<file path="src/rtl/act_skew_feeder_if.sv">
// Handshake and skewed-output bundle between an activation source, the feeder
// and the systolic array it drives.
interface act_skew_feeder_if #(
  parameter int ACT_WIDTH      = 8,
  parameter int ARRAY_SIZE     = 2,
  parameter int TILE_LEN_WIDTH = 8
);
  logic                             start;
  logic [TILE_LEN_WIDTH-1:0]        tile_len;
  logic                             in_valid;
  logic                             in_ready;
  logic [ACT_WIDTH*ARRAY_SIZE-1:0]  in_data;
  logic [ACT_WIDTH*ARRAY_SIZE-1:0]  act_data_out;
  logic [ARRAY_SIZE-1:0]            act_valid_out;
  logic                             busy;
  logic                             done;

  modport master (
    output start, tile_len, in_valid, in_data,
    input  in_ready, act_data_out, act_valid_out, busy, done
  );

  modport slave (
    input  start, tile_len, in_valid, in_data,
    output in_ready, act_data_out, act_valid_out, busy, done
  );
endinterface

</file>
<file path="src/rtl/act_skew_feeder.sv">
// Skews row-aligned activation vectors into the diagonal wavefront a systolic
// array consumes: lane k is delayed k cycles, with tile framing and a done pulse.
module act_skew_feeder #(
  parameter int ACT_WIDTH      = 8,
  parameter int ARRAY_SIZE     = 2,
  parameter int TILE_LEN_WIDTH = 8
) (
  input  logic              clk,
  input  logic              reset,
  act_skew_feeder_if.slave  bus
);

  localparam int DRAIN_W = $clog2(ARRAY_SIZE + 1);

  typedef enum logic [1:0] {
    IDLE   = 2'd0,
    STREAM = 2'd1,
    DRAIN  = 2'd2
  } state_t;

  state_t                          state_r;
  logic [TILE_LEN_WIDTH-1:0]       remaining_r;
  logic [DRAIN_W-1:0]              drain_cnt_r;
  logic                            in_ready_r;
  logic                            busy_r;
  logic                            done_r;
  logic                            accept_s;
  logic [ACT_WIDTH*ARRAY_SIZE-1:0] act_data_s;
  logic [ARRAY_SIZE-1:0]           act_valid_s;

  assign accept_s          = bus.in_valid & in_ready_r;
  assign bus.in_ready      = in_ready_r;
  assign bus.busy          = busy_r;
  assign bus.done          = done_r;
  assign bus.act_data_out  = act_data_s;
  assign bus.act_valid_out = act_valid_s;

  // Tile sequencing: count accepted vectors, then let the deepest lane empty.
  always_ff @(posedge clk or posedge reset) begin
    if (reset) begin
      state_r     <= IDLE;
      remaining_r <= {TILE_LEN_WIDTH{1'b0}};
      drain_cnt_r <= {DRAIN_W{1'b0}};
      in_ready_r  <= 1'b0;
      busy_r      <= 1'b0;
      done_r      <= 1'b0;
    end else begin
      done_r <= 1'b0;
      case (state_r)
        IDLE: begin
          if (bus.start && (bus.tile_len != {TILE_LEN_WIDTH{1'b0}})) begin
            state_r     <= STREAM;
            remaining_r <= bus.tile_len;
            in_ready_r  <= 1'b1;
            busy_r      <= 1'b1;
          end else begin
            state_r <= IDLE;
          end
        end
        STREAM: begin
          if (accept_s) begin
            remaining_r <= remaining_r - TILE_LEN_WIDTH'(1);
            if (remaining_r == TILE_LEN_WIDTH'(1)) begin
              state_r     <= DRAIN;
              drain_cnt_r <= DRAIN_W'(ARRAY_SIZE);
              in_ready_r  <= 1'b0;
            end else begin
              state_r <= STREAM;
            end
          end else begin
            state_r <= STREAM;
          end
        end
        DRAIN: begin
          drain_cnt_r <= drain_cnt_r - DRAIN_W'(1);
          if (drain_cnt_r == DRAIN_W'(1)) begin
            state_r <= IDLE;
            busy_r  <= 1'b0;
            done_r  <= 1'b1;
          end else begin
            state_r <= DRAIN;
          end
        end
        default: begin
          state_r     <= IDLE;
          remaining_r <= {TILE_LEN_WIDTH{1'b0}};
          drain_cnt_r <= {DRAIN_W{1'b0}};
          in_ready_r  <= 1'b0;
          busy_r      <= 1'b0;
        end
      endcase
    end
  end

  for (genvar k = 0; k < ARRAY_SIZE; k++) begin : g_lane
    logic [ACT_WIDTH-1:0] data_r  [0:k];
    logic                 valid_r [0:k];
    logic [ACT_WIDTH-1:0] head_s;

    // Non-accepted cycles inject zero data so invalid lanes read as zero.
    assign head_s = accept_s ? bus.in_data[k*ACT_WIDTH +: ACT_WIDTH] : {ACT_WIDTH{1'b0}};

    // Lane k delay line of depth k+1; shifts every cycle regardless of state.
    always_ff @(posedge clk or posedge reset) begin
      if (reset) begin
        for (int j = 0; j <= k; j++) begin
          data_r[j]  <= {ACT_WIDTH{1'b0}};
          valid_r[j] <= 1'b0;
        end
      end else begin
        data_r[0]  <= head_s;
        valid_r[0] <= accept_s;
        for (int j = 1; j <= k; j++) begin
          data_r[j]  <= data_r[j-1];
          valid_r[j] <= valid_r[j-1];
        end
      end
    end

    assign act_data_s[k*ACT_WIDTH +: ACT_WIDTH] = data_r[k];
    assign act_valid_s[k]                       = valid_r[k];
  end

endmodule

</file>
<file path="src/flat_wrapper.sv">
// flat-port wrapper written by rule: the top's interface ports become plain ports
module act_skew_feeder_flat 
#(
  parameter int ACT_WIDTH      = 8,
  parameter int ARRAY_SIZE     = 2,
  parameter int TILE_LEN_WIDTH = 8
)
  (clk, reset, bus_start, bus_tile_len, bus_in_valid, bus_in_data, bus_in_ready, bus_act_data_out, bus_act_valid_out, bus_busy, bus_done);
  act_skew_feeder_if #(.ACT_WIDTH(ACT_WIDTH), .ARRAY_SIZE(ARRAY_SIZE), .TILE_LEN_WIDTH(TILE_LEN_WIDTH)) bus_i ();
  input  logic clk;
  input  logic reset;
  input wire logic [$bits(bus_i.start)-1:0] bus_start;
  input wire logic [$bits(bus_i.tile_len)-1:0] bus_tile_len;
  input wire logic [$bits(bus_i.in_valid)-1:0] bus_in_valid;
  input wire logic [$bits(bus_i.in_data)-1:0] bus_in_data;
  output wire logic [$bits(bus_i.in_ready)-1:0] bus_in_ready;
  output wire logic [$bits(bus_i.act_data_out)-1:0] bus_act_data_out;
  output wire logic [$bits(bus_i.act_valid_out)-1:0] bus_act_valid_out;
  output wire logic [$bits(bus_i.busy)-1:0] bus_busy;
  output wire logic [$bits(bus_i.done)-1:0] bus_done;
  assign bus_i.start = bus_start;
  assign bus_i.tile_len = bus_tile_len;
  assign bus_i.in_valid = bus_in_valid;
  assign bus_i.in_data = bus_in_data;
  assign bus_in_ready = bus_i.in_ready;
  assign bus_act_data_out = bus_i.act_data_out;
  assign bus_act_valid_out = bus_i.act_valid_out;
  assign bus_busy = bus_i.busy;
  assign bus_done = bus_i.done;
  act_skew_feeder #(.ACT_WIDTH(ACT_WIDTH), .ARRAY_SIZE(ARRAY_SIZE), .TILE_LEN_WIDTH(TILE_LEN_WIDTH)) u_core (.clk(clk), .reset(reset), .bus(bus_i));
endmodule
</file>
<file path="config.mk">
export PLATFORM = sky130hd
export DESIGN_NAME = act_skew_feeder_flat
export DESIGN_NICKNAME = d
export VERILOG_FILES = /design/src/rtl/act_skew_feeder_if.sv /design/src/rtl/act_skew_feeder.sv /design/src/flat_wrapper.sv
export SDC_FILE = /design/constraint.sdc
export NUM_CORES = 1
export LEC_CHECK = 0
export ABC_AREA = 1
export CAP_MARGIN = 10
export CORE_MARGIN = 4
export CORE_UTILIZATION = 35
export CTS_BUF_LIST = sky130_fd_sc_hd__clkbuf_4 sky130_fd_sc_hd__clkbuf_8 sky130_fd_sc_hd__clkbuf_16
export DETAILED_ROUTE_END_ITERATION = 8
export PLACE_DENSITY = 0.66
export SLEW_MARGIN = 10
export SYNTH_ARGS = -nofsm -noshare
export SYNTH_HDL_FRONTEND = slang
export SYNTH_SLANG_ARGS = --single-unit
</file>
<file path="constraint.sdc">
create_clock -name clk -period 1.8 [get_ports clk]
set_input_delay 0.36 -clock clk [delete_from_list [all_inputs] [get_ports clk]]
set_output_delay 0.36 -clock clk [all_outputs]
set_load 0.005 [all_outputs]
</file>
## After elaboration in Yosys (flattened, before gate mapping)

Index checks and enable logic that the tools add are counted.

- Register bits: 41
- Input port bits: 28
- Output and inout port bits: 21
- Logic and storage cells: 53

- $add $sub $neg: 2
- Equal/unequal tests: 8
- Bitwise logic cells: 4
- Reduce and logical (&&, ||, !) cells: 7
- Muxes and demuxes: 21

Operator list:

| cell | count |
|---|---|
| $mux 8 | 4 |
| $pmux 8 s3 | 1 |
| $pmux 2 s3 | 2 |
| $mux 2 | 5 |
| $reduce_and 3->1 | 3 |
| $eq 8x1->1 const B | 1 |
| $ne 2x1->1 const B | 4 |
| $reduce_bool 8->1 | 1 |
| $sub 8x1->8 const B | 1 |
| $mux 1 | 7 |
| $pmux 1 s3 | 2 |
| $eq 2x1->1 const B | 2 |
| $reduce_and 4->1 | 1 |
| $not 1->1 | 3 |
| $eq 2x2->1 const B | 1 |
| $logic_not 2->1 | 1 |
| $sub 2x1->2 const B | 1 |
| $and 1x1->1 | 1 |
| $logic_and 1x1->1 | 1 |

## Depth between registers and ports, before layout

- Word-level depth: 4
- Depth in mapped cells: 9
- Gate-level depth less buffers: 9

## Worst setup path after synthesis

Ideal clock, no wire load.

- Path kind: register to register
- From: register u_core.state_r[1]
- To: register u_core.remaining_r[0]
- Cell stages (with the launch flop): 10
- Setup slack: 531 ps
- Clock period less this slack: 1269 ps
- Setup time: 123 ps
- Arrival: 1146 ps
- Cells stage by stage: dfrtp_1 inv_1 ha_1 buf_2 nand2_1 nand2_1 inv_2 nand2_8 nand2_1 o21ai_2

- Cells in the longest elaborated chain, start to end: 3
- Elaborated cells on any way between the ends: 8

Ends and longest elaborated chain:

| element | line | text |
|---|---|---|
| start, declared | act_skew_feeder.sv:21 | `state_t state_r;` |
| start signal, assigned | act_skew_feeder.sv:41 | `state_r <= IDLE;` |
| start signal, assigned | act_skew_feeder.sv:52 | `state_r <= STREAM;` |
| start signal, assigned | act_skew_feeder.sv:57 | `state_r <= IDLE;` |
| $eq 2x1->1 (tied with other cells) | act_skew_feeder.sv:49 | `case (state_r)` |
| $ne 2x1->1 (no line) or $not 1->1 (tied branches) | - |  |
| $reduce_and 3->1 (no line) | - |  |
| end signal, assigned | act_skew_feeder.sv:42 | `remaining_r <= {TILE_LEN_WIDTH{1'b0}};` |
| end signal, assigned | act_skew_feeder.sv:53 | `remaining_r <= bus.tile_len;` |
| end signal, assigned | act_skew_feeder.sv:62 | `remaining_r <= remaining_r - TILE_LEN_WIDTH'(1);` |
| end, declared | act_skew_feeder.sv:22 | `logic [TILE_LEN_WIDTH-1:0] remaining_r;` |

Parallel ways exist; a longest one is shown, timed or not.
A chain may end at the register's enable or synchronous reset.

## Worst setup path in the final report

- From: register u_core.in_ready_r (netlist: u_core.bus.in_ready)
- To: output bus_in_ready

RTL lines:

| element | line | text |
|---|---|---|
| start, declared | act_skew_feeder.sv:24 | `logic in_ready_r;` |
| start signal, assigned | act_skew_feeder.sv:44 | `in_ready_r <= 1'b0;` |
| start signal, assigned | act_skew_feeder.sv:54 | `in_ready_r <= 1'b1;` |
| start signal, assigned | act_skew_feeder.sv:66 | `in_ready_r <= 1'b0;` |
| end, declared | flat_wrapper.sv:16 | `output wire logic [$bits(bus_i.in_ready)-1:0] bus_in_ready;` |

No word-level cell between the ends.

==> impl_results.md <==
- Outcome: finished, final reports clean
- Nets: 300
- Rows: 26
- EDFF count, synth: 0
- # hold bufs at CTS: 0
- Final Util: 0.489
- Crit-path cells: clkdlybuf4s50_1
- Hold Slack: 0.352 ns
- Pwr Density: 1300 mW/mm2
- Vias in the first global route: 1,335
- Post-cts resize count: 0
- Largest area contributor in the netlist: dfrtp_1
- H-tree depth: 2
- Type of origin of the critical path: flop
- Total power draw: 3.32 mW
- Top cell type's share of synthesized area: 0.538
- Count of input and output buffers: 48
- Detail Placement HPWL: 2.69 mm
- Final Skew: 0.00830 ns
- Peak supply drop: 0.567 mV
- # IOs: 49
- Number of setup buffers added after CTS: 0
- Max Fanout on Critical Path: 3
- Total Routing Usage GR: 0.116
- Clk sinks: 41
- Placeable Area: 0.00520 mm2
- Die Ht: 81.8 um
- Slowest cell delay on critical path: 0.52 ns
- Top-count cell post-synth: nand2_1
- Worst-Skew Late Latency: 0.29 ns
- Mean Syn Cell Area: 8.71 um2
- Grt total ovfl: 0
- Post-route ant nets: 0
- Synth top area cells: dfrtp_1, nand2_1, inv_1
- Cell Count, Final, Fillers Out: 336
- Final GP Congestion: 0.785
- List of most frequent post-synthesis cells: nand2_1, dfrtp_1, inv_1
- # diodes: 0
- Placed cell area: 0.00243 mm2
- Starting density of the core: 0.367
- Antenna violations before repair: 0
- Routed wire length: 3.61 mm
- Crit path capture type: output pin
- Seq cells post-synth: 41
- TritonCTS clock tree: built
- Main flop type after synthesis: dfrtp_1
- Clock Pin Slew Worst Setup and Hold Paths: 0.08 ns
- Slowest-stage cell, CP: clkdlybuf4s50_1
- Slew @ Worst Pin: 0.423 ns
- 1st-iter DRT viols: 54
- Leakage Power: 1.32 nW
- Root Buffer: clkbuf_8
- Worst EP required: 1.44 ns
- CP Class: flop to output pin
- Top delay family on crit path: buffers and inverters
- DRC: 0
- Mapped cell area: 0.00191 mm2
- Vias per std cell: 4.28
- Slew Limit Headroom: 0.718
- DR pass1 iterations: 4
- Die area: 0.00670 mm2
- Max-cap violation count: 0
- Finish-stage setup viols: 0
- Die width: 81.8 um
- Hold Crit Class: flop to flop
- CTS Buf Count: 5
- Fmax: 642 MHz
- Placed insts: 328
- Max Slew Vio Count: 0
- Drt wl/cell: 10.8 um
- Area Growth Syn to Fin: 33.4%
- Mapped Nets: 254
- Final period utilization: 0.866
- Ys async rst share: 1.00
- First-pass GRT wire length: 5.93 mm
- Setup tns final: 0 ns
- Final WS setup: 0.242 ns
- Final Hold Violating Endpoints: 0
- Post-Syn Instances: 219
- Synth Warn #: 0
- CTS Buffer Depth: 2
- DR vias: 1,437
- Pre-CTS setup slack: 0.141 ns
- Design area: 0.00254 mm2
- Distinct cells, synth: 25
- Largest net degree at the start of global routing: 42
- Layout cells sized above 1: 0.124
- Tmin final: 1.56 ns
- Unrepaired setup endpoints after global routing: no
- Worst Path Buf+Inv: 1
- Critical Path AT: 1.20 ns
- Sequential share of the synthesized area: 0.538
logic make-up (layout without fill, tap and decap cells):
family | Yosys count | after routing | share of synthesized area
buffers and inverters | 49 | 96 | 0.115
adder cells (fa/ha/maj) | 7 | 7 | 0.0459
AO/OA/AOI/OAI | 18 | 18 | 0.0603
AND/OR/NAND/NOR | 104 | 104 | 0.241
flip-flops | 41 | 41 | 0.538
layout by cell type, fill, tap and decap left out, types with 3 or more instances in the layout:
cell / Yosys / layout
dfrtp_1: 41 / 41
nand2_1: 54 / 54
clkdlybuf4s50_1: 0 / 48
nor2_1: 26 / 26
a21oi_1: 6 / 6
o21ai_1: 3 / 3
ha_1: 7 / 7
clkbuf_8: 0 / 5
nand2_2: 5 / 5
inv_1: 30 / 30
o21ai_0: 4 / 4
nand3_1: 10 / 10
inv_2: 7 / 7
final cells by class:
type	count	area [um2]
clock buffer	5	68.8
inverter	37	139
tap	70	87.6
clock inverter	3	46.3
fill	523	2660
timing repair buffer	51	515
sequential	41	1030
multi-input combinational	129	662
worst paths after layout:
check / cells after the start / slack [ns] / from / to
setup / recovery: 1 / 0.24 / u_core.bus.in_ready$_DFFE_PP0P_ / bus_in_ready
hold / removal: 0 / 0.35 / u_core.g_lane[1].data_r[11]$_DFF_PP0_ / u_core.bus.act_data_out[11]$_DFF_PP0_
setup reg to reg: 8 / 0.27 / u_core.state_r[1]$_DFF_PP0_ / u_core.remaining_r[1]$_DFFE_PP0P_
hold reg to reg: 0 / 0.35 / u_core.g_lane[1].data_r[11]$_DFF_PP0_ / u_core.bus.act_data_out[11]$_DFF_PP0_
max in group asynchronous: 3 / 1.18 / reset / u_core.remaining_r[5]$_DFFE_PP0P_
min in group asynchronous: 3 / 0.42 / reset / u_core.g_lane[1].data_r[13]$_DFF_PP0_
registers in the layout, indices dropped and copies added, names as in the netlist:
| signal | flops |
|---|---|
| u_core.drain_cnt_r | 2 |
| u_core.g_lane.valid_r | 1 |
| u_core.bus.act_valid_out | 1 |
| u_core.bus.in_ready | 1 |
| u_core.bus.done | 1 |
| u_core.g_lane.data_r | 16 |
| u_core.bus.act_data_out | 8 |
| u_core.state_r | 2 |
| u_core.bus.busy | 1 |
| u_core.remaining_r | 8 |
power breakdown:
group	internal, mW	leakage [nW]	switching [mW]
Clock	0.415	0.0543	0.326
Sequential	1.12	0.552	0.128
Combinational	0.563	0.712	0.768
Total	2.10	1.32	1.22
routing by layer:
metal | up-vias | global-route usage | wire, um | share of wire
met1 | 654 | 0.146 | 1640 | 0.45
li1 | 740 | - | - | -
met3 | 4 | 0.0471 | 253 | 0.070
met4 | 0 | 0.0349 | 29 | 0.0080
met2 | 39 | 0.181 | 1690 | 0.47
met5 | - | 0 | 0 | 0
Note: power is estimated with default switching activity, not from simulation.
